--- config.mk ---
export PLATFORM = sky130hd
export DESIGN_NAME = eco32f_lsu
export DESIGN_NICKNAME = d
export VERILOG_FILES = /design/src/rtl/eco32f_pkg.sv /design/src/rtl/eco32f_lsu_align.sv /design/src/rtl/eco32f_lsu.sv
export SDC_FILE = /design/constraint.sdc
export NUM_CORES = 1
export LEC_CHECK = 0
export CAP_MARGIN = 10
export CORE_UTILIZATION = 35
export CTS_CLUSTER_DIAMETER = 40
export CTS_CLUSTER_SIZE = 40
export DETAILED_ROUTE_END_ITERATION = 8
export PLACE_DENSITY = 0.75
export SETUP_SLACK_MARGIN = 0.5
export SLEW_MARGIN = 30
export SYNTH_ARGS = -nofsm -noshare
export SYNTH_HDL_FRONTEND = slang
export SYNTH_SLANG_ARGS = --single-unit
--- constraint.sdc ---
create_clock -name clk -period 3.2 [get_ports clk]
set_clock_uncertainty 0.15 [all_clocks]
set_input_delay 0.96 -clock clk [delete_from_list [all_inputs] [get_ports clk]]
set_output_delay 0.96 -clock clk [all_outputs]
set_load 0.02 [all_outputs]
--- src/rtl/eco32f_pkg.sv ---
// Shared types for the eco32f load/store unit: FSM states, access sizes
// and big-endian byte-lane select constants.
package eco32f_pkg;

    typedef enum logic [1:0] {
        ST_IDLE   = 2'd0,
        ST_ACCESS = 2'd1,
        ST_HOLD   = 2'd2
    } lsu_state_t;

    typedef enum logic [1:0] {
        SZ_BYTE = 2'd0,
        SZ_HALF = 2'd1,
        SZ_WORD = 2'd2
    } lsu_size_t;

    localparam logic [3:0] BSEL_WORD  = 4'b1111;
    localparam logic [3:0] BSEL_HALF0 = 4'b1100;
    localparam logic [3:0] BSEL_HALF1 = 4'b0011;
    localparam logic [3:0] BSEL_BYTE0 = 4'b1000;

endpackage

--- src/rtl/eco32f_lsu_align.sv ---
// Combinational lane logic: store replication, big-endian byte selects,
// load lane extraction with sign/zero extension, misalignment detect.
module eco32f_lsu_align
    import eco32f_pkg::*;
(
    input  logic [1:0]  size,
    input  logic        sign,
    input  logic [1:0]  adr,
    input  logic [31:0] sdata,
    input  logic [31:0] rdata,
    output logic [3:0]  bsel,
    output logic [31:0] wdata,
    output logic [31:0] ldata,
    output logic        misalign
);

    logic [15:0] half;
    logic [7:0]  byte_v;

    assign half = adr[1] ? rdata[15:0] : rdata[31:16];

    always_comb begin
        byte_v = rdata[31:24];
        unique case (adr)
            2'b00: byte_v = rdata[31:24];
            2'b01: byte_v = rdata[23:16];
            2'b10: byte_v = rdata[15:8];
            2'b11: byte_v = rdata[7:0];
        endcase
    end

    always_comb begin
        bsel     = BSEL_WORD;
        wdata    = sdata;
        ldata    = rdata;
        misalign = |adr;
        case (size)
            SZ_HALF: begin
                bsel     = adr[1] ? BSEL_HALF1 : BSEL_HALF0;
                wdata    = {2{sdata[15:0]}};
                ldata    = {{16{sign & half[15]}}, half};
                misalign = adr[0];
            end
            SZ_BYTE: begin
                bsel     = BSEL_BYTE0 >> adr;
                wdata    = {4{sdata[7:0]}};
                ldata    = {{24{sign & byte_v[7]}}, byte_v};
                misalign = 1'b0;
            end
            default: ;
        endcase
    end

endmodule

--- src/rtl/eco32f_lsu.sv ---
// MEM-stage load/store unit. Optional bus-error termination is enabled
// by defining ECO32F_LSU_BUSERR_EN.
module eco32f_lsu
    import eco32f_pkg::*;
(
    input  logic        clk,
    input  logic        rst,
    input  logic        ex_stall,
    input  logic        mem_stall,
    input  logic        ex_flush,
    input  logic        mem_flush,
    input  logic        ex_op_lw,
    input  logic        ex_op_lh,
    input  logic        ex_op_lhu,
    input  logic        ex_op_lb,
    input  logic        ex_op_lbu,
    input  logic        ex_op_sw,
    input  logic        ex_op_sh,
    input  logic        ex_op_sb,
    input  logic [31:0] ex_add_result,
    input  logic [31:0] ex_rf_y,
    output logic        lsu_stall,
    output logic        mem_except_align,
    output logic        dbus_req,
    output logic        dbus_we,
    output logic [31:0] dbus_adr,
    output logic [3:0]  dbus_bsel,
    output logic [31:0] dbus_dat_o,
    input  logic [31:0] dbus_dat_i,
    input  logic        dbus_ack,
    output logic        wb_op_load,
    output logic [31:0] wb_lsu_result
`ifdef ECO32F_LSU_BUSERR_EN
    ,
    input  logic        dbus_err,
    output logic        mem_except_buserr
`endif
);

    lsu_state_t  state;
    logic        op_lw, op_lh, op_lhu, op_lb, op_lbu;
    logic        op_sw, op_sh, op_sb;
    logic [31:0] adr;
    logic [31:0] sdata;
    logic [31:0] lat;
    logic        killed;

    logic        is_load, is_store, any_op;
    logic [1:0]  size;
    logic        sign;
    logic        misalign;
    logic [31:0] ldata;
    logic        issue, busy, term, err_now;

    always_ff @(posedge clk) begin
        if (!rst) begin
            {op_lw, op_lh, op_lhu, op_lb, op_lbu} <= 5'd0;
            {op_sw, op_sh, op_sb} <= 3'd0;
            adr   <= 32'd0;
            sdata <= 32'd0;
        end else if (!ex_stall) begin
            if (ex_flush) begin
                {op_lw, op_lh, op_lhu, op_lb, op_lbu} <= 5'd0;
                {op_sw, op_sh, op_sb} <= 3'd0;
            end else begin
                {op_lw, op_lh, op_lhu, op_lb, op_lbu} <=
                    {ex_op_lw, ex_op_lh, ex_op_lhu, ex_op_lb, ex_op_lbu};
                {op_sw, op_sh, op_sb} <= {ex_op_sw, ex_op_sh, ex_op_sb};
            end
            adr   <= ex_add_result;
            sdata <= ex_rf_y;
        end
    end

    assign is_load  = op_lw | op_lh | op_lhu | op_lb | op_lbu;
    assign is_store = op_sw | op_sh | op_sb;
    assign any_op   = is_load | is_store;
    assign sign     = op_lh | op_lb;

    always_comb begin
        size = SZ_BYTE;
        unique case (1'b1)
            op_lw | op_sw:          size = SZ_WORD;
            op_lh | op_lhu | op_sh: size = SZ_HALF;
            default:                size = SZ_BYTE;
        endcase
    end

    eco32f_lsu_align u_align (
        .size     (size),
        .sign     (sign),
        .adr      (adr[1:0]),
        .sdata    (sdata),
        .rdata    (dbus_dat_i),
        .bsel     (dbus_bsel),
        .wdata    (dbus_dat_o),
        .ldata    (ldata),
        .misalign (misalign)
    );

`ifdef ECO32F_LSU_BUSERR_EN
    assign term              = dbus_ack | dbus_err;
    assign err_now           = busy & dbus_err;
    assign mem_except_buserr = err_now;
`else
    assign term    = dbus_ack;
    assign err_now = 1'b0;
`endif

    // killed: instruction flushed while it still sits in MEM
    assign issue = (state == ST_IDLE) & any_op & !misalign
                 & !mem_flush & !killed;
    assign busy  = issue | (state == ST_ACCESS);

    assign dbus_req         = rst & busy;
    assign dbus_we          = is_store;
    assign dbus_adr         = {adr[31:2], 2'b00};
    assign lsu_stall        = busy & !term;
    assign mem_except_align = any_op & misalign & !mem_flush & !killed;

    always_ff @(posedge clk) begin
        if (!rst) begin
            state  <= ST_IDLE;
            lat    <= 32'd0;
            killed <= 1'b0;
        end else begin
            unique case (state)
                ST_IDLE: begin
                    if (issue) begin
                        if (!term)          state <= ST_ACCESS;
                        else if (mem_stall) state <= ST_HOLD;
                    end
                end
                ST_ACCESS: begin
                    if (term) state <= mem_stall ? ST_HOLD : ST_IDLE;
                end
                ST_HOLD: begin
                    if (!mem_stall) state <= ST_IDLE;
                end
                default: state <= ST_IDLE;
            endcase
            if (busy & term) lat <= ldata;
            if (!mem_stall)                killed <= 1'b0;
            else if (mem_flush | err_now)  killed <= 1'b1;
        end
    end

    // Zero-wait completion forwards bus data straight into WB
    always_ff @(posedge clk) begin
        if (!rst) begin
            wb_op_load    <= 1'b0;
            wb_lsu_result <= 32'd0;
        end else if (!mem_stall) begin
            wb_op_load    <= is_load & !misalign & !mem_flush
                           & !killed & !err_now;
            wb_lsu_result <= (busy & term) ? ldata : lat;
        end
    end

endmodule

After elaboration in Yosys (flattened, before gate mapping):

Index checks and enable logic that the tools add are counted.

* input bits: 111
* register bits: 140

* reduce and logical (&&, ||, !) cells: 10
* bitwise gates (word level): 27
* shifts and indexed selects: 1
* eq/ne operators: 10
* multiplexer cells: 24

Operators with widths (number)
* $pmux 32 s2: 2
* $mux 32: 1
* $pmux 8 s4: 1
* $mux 16: 1
* $and 1x1->1: 15
* $mux 2: 6
* $or 1x1->1: 12
* $mux 1: 8
* $pmux 4 s2: 1
* $eq 2x1->1 const B: 3
* $eq 2x2->1 const B: 3
* $logic_not 2->1: 3
* $ne 2x2->1 const B: 3
* $pmux 2 s3: 1
* $logic_not 1->1: 4
* $mux 4: 1
* $pmux 2 s2: 1
* $reduce_and 4->1: 1
* $shr 4x2->4 const A: 1
* $ne 3x3->1 const B: 1
* $pmux 1 s2: 1
* $reduce_and 2->1: 1
* $reduce_or 2->1: 1

Logic depth before layout (Yosys ltp):

Gate-level depths: netlist of run 1.

* word-level depth: 12
* gate-level depth with buffers: 8
* depth with buffers taken out: 5

Hierarchy:

From an unflattened synthesis of run 1, not the netlist that was laid out.

* cells, all modules: 739
* area total of the unflattened synthesis: 7118.1 µm²

Modules (own cells, without submodules)
* eco32f_lsu: area an instance 5675.4 µm², times used 1, cells each 550
* eco32f_lsu_align: area an instance 1442.6 µm², times used 1, cells each 189

Worst setup path after synthesis of run 1:

No wires, ideal clock.

* kind: input port to output port
* start point: input mem_flush
* end point: output dbus_req
* path buffers: 0
* stages: 3
* data required time: 2.090 ns
* setup slack: 0.309 ns
* data arrival time: 1.781 ns
* path through: nor2_1 > a31oi_1 > nor3b_1

* cells in the longest elaborated chain, start to end: 5

Ends and longest elaborated chain
* start, declared: line eco32f_lsu.sv:11 `input logic mem_flush,`
* $logic_not 1->1: line eco32f_lsu.sv:112 `& !mem_flush & !killed;`
* $and 1x1->1 (2 in a row): line eco32f_lsu.sv:112
* $or 1x1->1: line eco32f_lsu.sv:113 `assign busy = issue | (state == ST_ACCESS);`
* $and 1x1->1: line eco32f_lsu.sv:115 `assign dbus_req = rst & busy;`
* end, declared: line eco32f_lsu.sv:24 `output logic dbus_req,`

Every way passes these cells.

Worst setup path in the final report of run 1:

* start point: register op_lw
* end point: output dbus_req

* cells in the longest elaborated chain, start to end: 11
* elaborated cells on any way between the ends: 17
* classes of those cells: eq/ne: 1; mux: 2; bitwise: 12; reduce/logical: 2

Ends and longest elaborated chain
* start, declared: line eco32f_lsu.sv:41 `logic op_lw, op_lh, op_lhu, op_lb, op_lbu;`
* start signal, assigned: line eco32f_lsu.sv:66 `{op_lw, op_lh, op_lhu, op_lb, op_lbu} <=`
* branches (longest 6 deep; another with $pmux 2 s2)
* $and 1x1->1 *: line eco32f_lsu.sv:111 `assign issue = (state == ST_IDLE) & any_op & !misalign`
* $and 1x1->1 * (2 in a row): line eco32f_lsu.sv:112
* $or 1x1->1 *: line eco32f_lsu.sv:113
* $and 1x1->1 *: line eco32f_lsu.sv:115

Mark *: on every way between the ends.

==> impl_metrics.yaml, run 1 <==
outcome:
  status: "complete, no violations"
global_routing:
  grt_pass1_vias: 5305
  grt.total_usage_pct: 20.1
  antenna_found_initial: 0
  grt_max_degree: 108
  overflow: 0
  grt_pass1_wl_um: 28700
detailed_routing:
  post-route-drc-count: 0
  wl_um: 19300
  wl_per_cell_um: 17.3
  ant_nets: 0
  viasPerCell: 4.98
  first_pass_iters: 4
  vias: 5569
  first_iter_violations: 298
pwr:
  sequentialPowerShare_pct: 37.7
  clockPowerShare_pct: 42.5
  power_leakage_uw: 0.00388
  p_comb_share_pct: 19.8
  power_density_nw_per_um2: 517
  switchingPower_uw: 1360
  ir_drop_v: 0.000338
  p_sw_share_pct: 27.4
  p_int_uw: 3610
final_layout:
  utilization_pct: 53.3
  area_growth_pct: 49.0
  antenna_cells: 0
  nNetsFinal: 988
  drive_above_1_share_pct: 19.7
clock_network:
  clkSinkCount: 140
  cts_hold_buf: 0
  clk_pin_slew_ps: 70
  clk_path_buf_depth: 2
  clk_latency_ps: 420
  tritoncts: "yes"
  htreeDepth: 4
  root_buffer: "clkbuf_16"
  numCtsBuffers: 17
sta:
  slew_violations: 0
  relSlewSlack_pct: 39.5
  max_clock_freq_ghz: 0.316
  grt_setup_unrepaired: "true"
  timing.final.crit_share_pct: 98.8
  finalHoldViolations: 0
  fin_crit_ps: 3160
  finalSetupViolations: 0
  tightest_slew_ps: 908
  holdWs_ps: 301
min_path:
  min_from: "wb_lsu_result[11]$_SDFFE_PN0N_"
  min_path_cells: 2
  hold_path_end: "wb_lsu_result[11]$_SDFFE_PN0N_"
  hold_path.class: "reg -> reg"
critical_path:
  r2r_start: "op_lw$_SDFFE_PN0N_"
  r2r-end: "wb_lsu_result[27]$_SDFFE_PN0N_"
  r2r_slack_ps: 680
  r2r.worst_path.cells: 9
  end_kind: "output pin"
  worst-endpoint-required_ps: 2090
  worst_setup_path_start_kind: "flop"
  cp_max_fo: 2
  criticalPathCategory: "reg -> out"
  worstPathArrival_ps: 2050
synth:
  avgSynthCellArea_sq_um: 9.54
  synth.area.top_cells: "dfxtp_1 (43%), mux2i_1 (15%), nor2b_1 (11%)"
  netlist.area_leader.share_pct: 43.5
  yosysTopAreaCell: "dfxtp_1"
  synthesis.area_sq_um: 6450
  async_flop_share_pct: 0
  synth_common_cells: "dfxtp_1 (140), nor2b_1 (109), mux2i_1 (96)"
  synth_edf_count: 0
  synth.distinct_cells: 42
  syn_inst: 676
  yosysMostFrequentCell: "dfxtp_1"
  synth-seq-area-share_pct: 43.5
  synthFlopType: "dfxtp_1"
  synth_seq_cells: 140
  ys_warn_count: 0
floorplan:
  core_sq_um: 18000
  chipWidth_um: 138
  die_h_um: 138
  num_rows: 49
  io_pins: 216
  floorplan.initialDensity_pct: 35.8
  die_area_sq_um: 19000
place:
  dpl.hpwl_um: 12700
  io_buffers: 213
  gp_congestion: 0.857
job:
  max_cap_violations: 0
==> layout make-up <==
class / instances / area [sq um]
fillers: 1688 / 8410
well taps: 229 / 287
flip-flops and latches: 140 / 2810
multi-input cells: 450 / 3280
repair buffers: 267 / 2600
inverters: 1 / 3.75
clock buffers: 17 / 425
clock inverters: 15 / 203
==> kinds of logic (layout without fill, tap and decap cells) <==
logic type	count (synthesis)	count (layout)	share of synthesized area (%)
AO/OA/AOI/OAI	79	79	8.38
buffers and inverters	88	300	8.36
flip-flops	140	140	43.5
multiplexers	113	113	19.3
other	1	2	0.0582
AND/OR/NAND/NOR	255	256	20.5
==> through the flow <==
stage | cells | cell area [sq um] | TNS, ps | power (uW) | worst slack [ps]
6_report | 1119 | 9610 | 0 | 4970 | 36.9
5_1_grt | 1119 | 9610 | -61.4 | 5160 | -40.4
4_1_cts | 1105 | 9420 | 0 | 4950 | 20.5
3_5_place_dp | 1062 | 8630 | -1030 | 2810 | -437
3_3_place_gp | 1062 | 8630 | -919 | 2790 | -382
2_1_floorplan | 677 | 6460 | 0 | 2420 | 487
==> cells in the final DEF (no fill, tap or decap), types with 4 or more instances in the layout <==
cell type        count
a221o_1             15
o21ai_1             29
a22oi_1              7
mux2_2               8
nor2_1              10
buf_4               58
and3_1               8
a31oi_1              8
mux2i_1             95
clkbuf_16           17
inv_6                4
mux4_2               8
nand3_1             16
dfxtp_2              4
inv_8                4
nand2_2             10
nand2_1             80
buf_6               20
clkdlybuf4s50_1    178
nor2b_1            109
dfxtp_1            136
buf_12               5
==> state kept, by name (all words and copies together) (netlist names), 2 cells and up <==
register and flops:
lat 32, adr 32, wb_lsu_result 32, state 2, sdata 32
==> critical path: stages (launching register included) <==
cell and delay (ps):
dfxtp_2 320, or3_4 390, or4_4 530, a31oi_4 180, nor3b_2 70, buf_4 160
==> repair_timing <==
item / 4_1_cts / 5_1_grt
pin swaps: 9 / 14
resized for setup: 148 / 82
gates cloned: 2 / 0
endpoints found under the setup margin: 32 / 89
setup buffers: 9 / 14
==> power groups by stage <==
| stage | clock [uW] | sequential [uW] | combinational (uW) |
|---|---|---|---|
| after global routing | 2230 | 1880 | 1050 |
| after floorplan | 0 | 1910 | 511 |
| after global placement | 0 | 1900 | 890 |
| after CTS | 2150 | 1870 | 930 |
| after detailed placement | 0 | 1910 | 900 |
| final | 2110 | 1870 | 986 |
==> worst max path at each step <==
| stage | end | startpoint | cells past startpoint |
|---|---|---|---|
| 2_1_floorplan | dbus_req | mem_flush | 3 |
| 3_3_place_gp | dbus_req | mem_flush | 5 |
| 3_5_place_dp | dbus_req | mem_flush | 5 |
| 4_1_cts | dbus_req | op_lw$_SDFFE_PN0N_ | 5 |
| 5_1_grt | dbus_req | op_lw$_SDFFE_PN0N_ | 5 |
| 6_report | dbus_req | op_lw$_SDFFE_PN0N_ | 5 |
==> per-layer routing <==
layer / share of wire [%] / wire, um / vias to the layer above / track usage [%]
met5: 0 / 0 / - / 0
met4: 2.2 / 429 / 0 / 7.97
met3: 8.5 / 1640 / 32 / 6.48
met2: 48 / 9310 / 238 / 32.6
met1: 41 / 7940 / 2610 / 24.5
li1: - / - / 2689 / -
(Power assumes the default switching activity.)
==> inputs of run 2 (changes only) <==
Settings changed: CORE_UTILIZATION 35 to 25, PLACE_DENSITY 0.75 to 0.6.
==> run 2 against run 1 <==
Against the previous run: die area is 39% higher; power is 2.6% higher; largest cell class unchanged; first-iteration DRC count is 6.0% lower; sequential share of layout area is 1.2 points lower.
==> impl_metrics.yaml, run 2 (synthesis results as in run 1) <==
outcome:
  status: "complete, no violations"
sta:
  finalSetupViolations: 0
  holdWs_ps: 299
  finalHoldViolations: 0
  timing.final.crit_share_pct: 99.0
  grt_setup_unrepaired: "true"
  tightest_slew_ps: 779
  fin_crit_ps: 3170
  fin_ws_ps: 31.4
  relSlewSlack_pct: 48.0
  slew_violations: 0
  max_clock_freq_ghz: 0.316
final_layout:
  drive_above_1_share_pct: 21.8
  layout.cells.non_filler: 1228
  n_fill_cell: 2575
  layout_common_cells: "clkdlybuf4s50_1 (176), dfxtp_1 (137), nor2b_1 (109), mux2i_1 (95), nand2_1 (70)"
  nNetsFinal: 994
  multiInputGateArea_sq_um: 3380
  final_common_cell: "clkdlybuf4s50_1"
  final-seq-area_sq_um: 2810
  area_growth_pct: 55.5
place:
  gp_congestion: 0.834
  post-place-ws_ps: -421
  io_buffers: 213
  dp_cells: 1169
  dpl.hpwl_um: 13800
global_routing:
  grt_pass1_wl_um: 32600
  grt.total_usage_pct: 16.2
  antenna_found_initial: 3
  grt_max_degree: 108
  grt_pass1_vias: 5611
  overflow: 0
pwr:
  ir_drop_v: 0.000261
  power_leakage_uw: 0.00403
  power_density_nw_per_um2: 508
floorplan:
  floorplan.initialDensity_pct: 25.5
  core_sq_um: 25300
  chipWidth_um: 163
  die_h_um: 163
  io_pins: 216
  num_rows: 58
  die_area_sq_um: 26400
clock_network:
  clkSinkCount: 140
  root_buffer: "clkbuf_16"
  numCtsBuffers: 17
  clk_pin_slew_ps: 70
  cts_hold_buf: 0
  htreeDepth: 4
  tritoncts: "yes"
  clk_latency_ps: 420
  clk_path_buf_depth: 2
critical_path:
  worstPathArrival_ps: 2060
  worst_setup_path_start_kind: "flop"
  worst-endpoint-required_ps: 2090
  r2r.worst_path.cells: 8
  criticalPathCategory: "reg -> out"
  r2r-end: "wb_lsu_result[3]$_SDFFE_PN0N_"
  r2r_start: "op_sw$_SDFFE_PN0N_"
  end_kind: "output pin"
  cp_max_fo: 2
  r2r_slack_ps: 660
min_path:
  min_path_cells: 2
  hold_path_end: "wb_lsu_result[20]$_SDFFE_PN0N_"
  hold_path.class: "reg -> reg"
  min_from: "wb_lsu_result[20]$_SDFFE_PN0N_"
detailed_routing:
  wl_um: 21000
  viasPerCell: 4.48
  vias: 5496
  ant_nets: 0
  wl_per_cell_um: 17.1
  first_iter_violations: 280
  post-route-drc-count: 0
  first_pass_iters: 4
job:
  max_cap_violations: 0
## run 2: cell count changes in the layout (fill, tap and decap cells not counted), sizes merged
cell,change
inv,-4
bufbuf,+1
buf,+5
clkbuf,+1
clkinv,+2
clkdlybuf4s50,-2
dlymetal6s2s,+2
diode,+2
bufinv,+1
## run 2: final cells by class
type                       instances  area share, %
tap                              330           4.12
sequential                       140           28.0
timing repair buffer             273           27.6
clock inverter                    14           2.07
multi-input combinational        450           33.7
antenna                            2         0.0499
clock buffer                      18           4.38
inverter                           1         0.0374
## run 2: critical path, stage by stage, from the launching register on
cell,delay (ps)
dfxtp_2,320
or3_4,380
or4_4,530
a31oi_4,180
nor3b_2,80
buf_4,160
## run 2: how the worst max path moves through the flow
stage / startpoint / endpoint / slack, ps / depth (start not counted)
3_5_place_dp: mem_flush / dbus_req / -420 / 5
5_1_grt: op_sh$_SDFFE_PN0N_ / dbus_req / -60 / 8
4_1_cts: op_sh$_SDFFE_PN0N_ / dbus_req / -3 / 5
2_1_floorplan: mem_flush / dbus_req / 490 / 3
3_3_place_gp: mem_flush / dbus_req / -380 / 5
6_report: op_sh$_SDFFE_PN0N_ / dbus_req / 30 / 5
## run 2: repair_timing
action	4_1_cts	5_1_grt
setup buffers	16	6
gates cloned	3	0
endpoints found under the setup margin	32	82
pin swaps	18	19
resized for setup	247	34
## run 2: layer usage
metal | routed length, um | global-route usage, % | up-vias
met5 | 9 | 0 | -
met4 | 272 | 4.63 | 2
met3 | 1450 | 4.84 | 19
met2 | 9870 | 25.9 | 170
met1 | 9420 | 21.0 | 2600
li1 | - | - | 2705
## run 2: power breakdown
| part | switching (uW) | internal (uW) | leakage [uW] |
|---|---|---|---|
| combinational | 480 | 550 | 0.00257 |
| sequential | 50.9 | 1820 | 0.00115 |
| clock | 849 | 1340 | 0.000310 |
| total | 1380 | 3720 | 0.00403 |
## run 2: per-stage QoR
step	total power [uW]	instance area (sq um)	util, %	setup TNS, ps
floorplan	2420	6460	-	0
global placement	2820	8810	34.9	-910
detailed placement	2830	8820	34.9	-966
CTS	5130	9850	39.0	-3.48
global route	5310	10000	39.7	-88.5
finish	5100	10000	39.7	0
==> inputs of run 3 (changes only) <==
Settings changed: SETUP_SLACK_MARGIN 0.5 to 0.4.
==> run 3 against run 2 <==
Against the previous run: global-route usage down 0.65 points; sequential share of layout area grew 0.59 points; sequential power about the same; non-clock buffer count shrank 4; setup slack improved by 1.6 ps; core utilization down 0.79 points; worst hold slack got worse by 3.1 ps; first-iteration DRC count fell by 13%; clock-buffer cell count decreased by 1; power down 3.2%; critical endpoint unchanged.
==> impl_metrics.yaml, run 3 (synthesis results as in run 1) <==
global_routing:
  grt_pass1_wl_um: 31200
  grt_max_degree: 108
  overflow: 0
  grt_pass1_vias: 5304
  grt.total_usage_pct: 15.6
  antenna_found_initial: 5
clock_network:
  root_buffer: "clkbuf_16"
  clkSinkCount: 140
  cts_hold_buf: 0
  htreeDepth: 4
  numCtsBuffers: 17
  clk_path_buf_depth: 2
  tritoncts: "yes"
  clk_pin_slew_ps: 70
  clk_latency_ps: 420
final_layout:
  layout_common_cells: "clkdlybuf4s50_1 (178), dfxtp_1 (135), nor2b_1 (109), mux2i_1 (96), nand2_1 (76)"
  utilization_pct: 38.9
  final_common_cell: "clkdlybuf4s50_1"
  nNetsFinal: 989
  layout.cells.non_filler: 1222
  area_growth_pct: 52.4
  n_fill_cell: 2540
  drive_above_1_share_pct: 20.4
floorplan:
  floorplan.initialDensity_pct: 25.5
  die_area_sq_um: 26400
  core_sq_um: 25300
  num_rows: 58
  die_h_um: 163
  io_pins: 216
  chipWidth_um: 163
critical_path:
  crit_slowest_cell: "or4_4"
  worstPathArrival_ps: 2060
  worst-endpoint-required_ps: 2090
  cp_max_fo: 4
  end_kind: "output pin"
  path_cells: "or3_4 -> or4_4 -> a31oi_4 -> nor3b_2 -> buf_2"
  max_stage_delay_ps: 530
  criticalPathCategory: "reg -> out"
  worst_setup_path_start_kind: "flop"
place:
  dp_cells: 1164
  io_buffers: 213
  dpl.hpwl_um: 13700
  gp_congestion: 0.794
pwr:
  sequentialPowerShare_pct: 38.0
  ir_drop_v: 0.000256
  p_int_uw: 3540
  power_uw: 4930
  clockPowerShare_pct: 41.7
  power_leakage_uw: 0.00391
  power_density_nw_per_um2: 502
  p_comb_share_pct: 20.3
  p_sw_share_pct: 28.3
  switchingPower_uw: 1390
sta:
  fin_crit_ps: 3170
  max_clock_freq_ghz: 0.316
  timing.final.crit_share_pct: 99.0
  tightest_slew_ps: 749
  grt_setup_unrepaired: "true"
  slew_violations: 0
  relSlewSlack_pct: 50.0
  holdWs_ps: 296
  finalSetupViolations: 0
  finalHoldViolations: 0
detailed_routing:
  wl_um: 20300
  post-route-drc-count: 0
  first_iter_violations: 243
  ant_nets: 0
  viasPerCell: 4.41
  wl_per_cell_um: 16.6
  vias: 5388
  first_pass_iters: 5
job:
  max_cap_violations: 0
min_path:
  hold_path.class: "reg -> reg"
outcome:
  status: "complete, no violations"
[run 3: cell types whose count changed in the layout (fill, tap and decap cells not counted), moves of 3 or more]
cell / change
buf_2: +3
buf_6: -12
clkbuf_2: +4
clkinv_4: -3
inv_8: +3
nand2_1: +6
nand2_2: -3
nand2_4: -3
[run 3: timing repair]
item / CTS / global route
setup endpoints to repair: 32 / 31
pin swaps: 11 / 17
resized for setup: 151 / 90
gates cloned: 1 / 0
buffers inserted: 13 / 11
[run 3: power groups by stage]
stage,combinational [uW],clock (uW),sequential (uW)
6_report,1000,2060,1870
3_3_place_gp,909,0,1910
3_5_place_dp,913,0,1910
2_1_floorplan,511,0,1910
5_1_grt,1070,2210,1880
4_1_cts,952,2120,1870
[run 3: path summary, 6_finish.rpt]
path,from,end,slack [ps],cells past startpoint
hold / removal,wb_lsu_result[28]$_SDFFE_PN0N_,wb_lsu_result[28]$_SDFFE_PN0N_,300,2
setup reg to reg,op_lw$_SDFFE_PN0N_,wb_lsu_result[6]$_SDFFE_PN0N_,740,8
hold reg to reg,wb_lsu_result[28]$_SDFFE_PN0N_,wb_lsu_result[28]$_SDFFE_PN0N_,300,2
setup / recovery,op_sh$_SDFFE_PN0N_,dbus_req,30,5
[run 3: per-layer routing]
| metal | vias up | track usage, % | share of wire [%] |
|---|---|---|---|
| met5 | - | 0 | 0.17 |
| met3 | 25 | 5.25 | 7.7 |
| met1 | 2486 | 19.9 | 44 |
| met2 | 175 | 24.7 | 47 |
| li1 | 2696 | - | - |
| met4 | 6 | 4.67 | 1.4 |
[run 3: critical path, delay by kind of cell (launching register included)]
kind                   cells  cell delay (ps)
AOI/OAI and AO/OA          1              170
DFF                        1              350
buffers and inverters      1              160
and+or+nand+nor            3              960
[run 3: per-stage QoR]
step / setup slack [ps] / TNS [ps] / instance area [sq um]
2_1_floorplan: 391 / 0 / 6460
3_5_place_dp: -362 / -896 / 8790
4_1_cts: 12.3 / 0 / 9590
3_3_place_gp: -363 / -935 / 8780
6_report: 33.0 / 0 / 9830
5_1_grt: -33.9 / -61.1 / 9830
[run 3: cell type report]
class / instances / area [sq um] / share of cell area (%)
multi-input cells: 449 / 3320 / 33.8
clock inverters: 15 / 176 / 1.79
well taps: 330 / 413 / 4.20
repair buffers: 269 / 2680 / 27.2
flip-flops and latches: 140 / 2810 / 28.6
diodes: 1 / 2.50 / 0.0255
inverters: 1 / 3.75 / 0.0382
clock buffers: 17 / 425 / 4.33
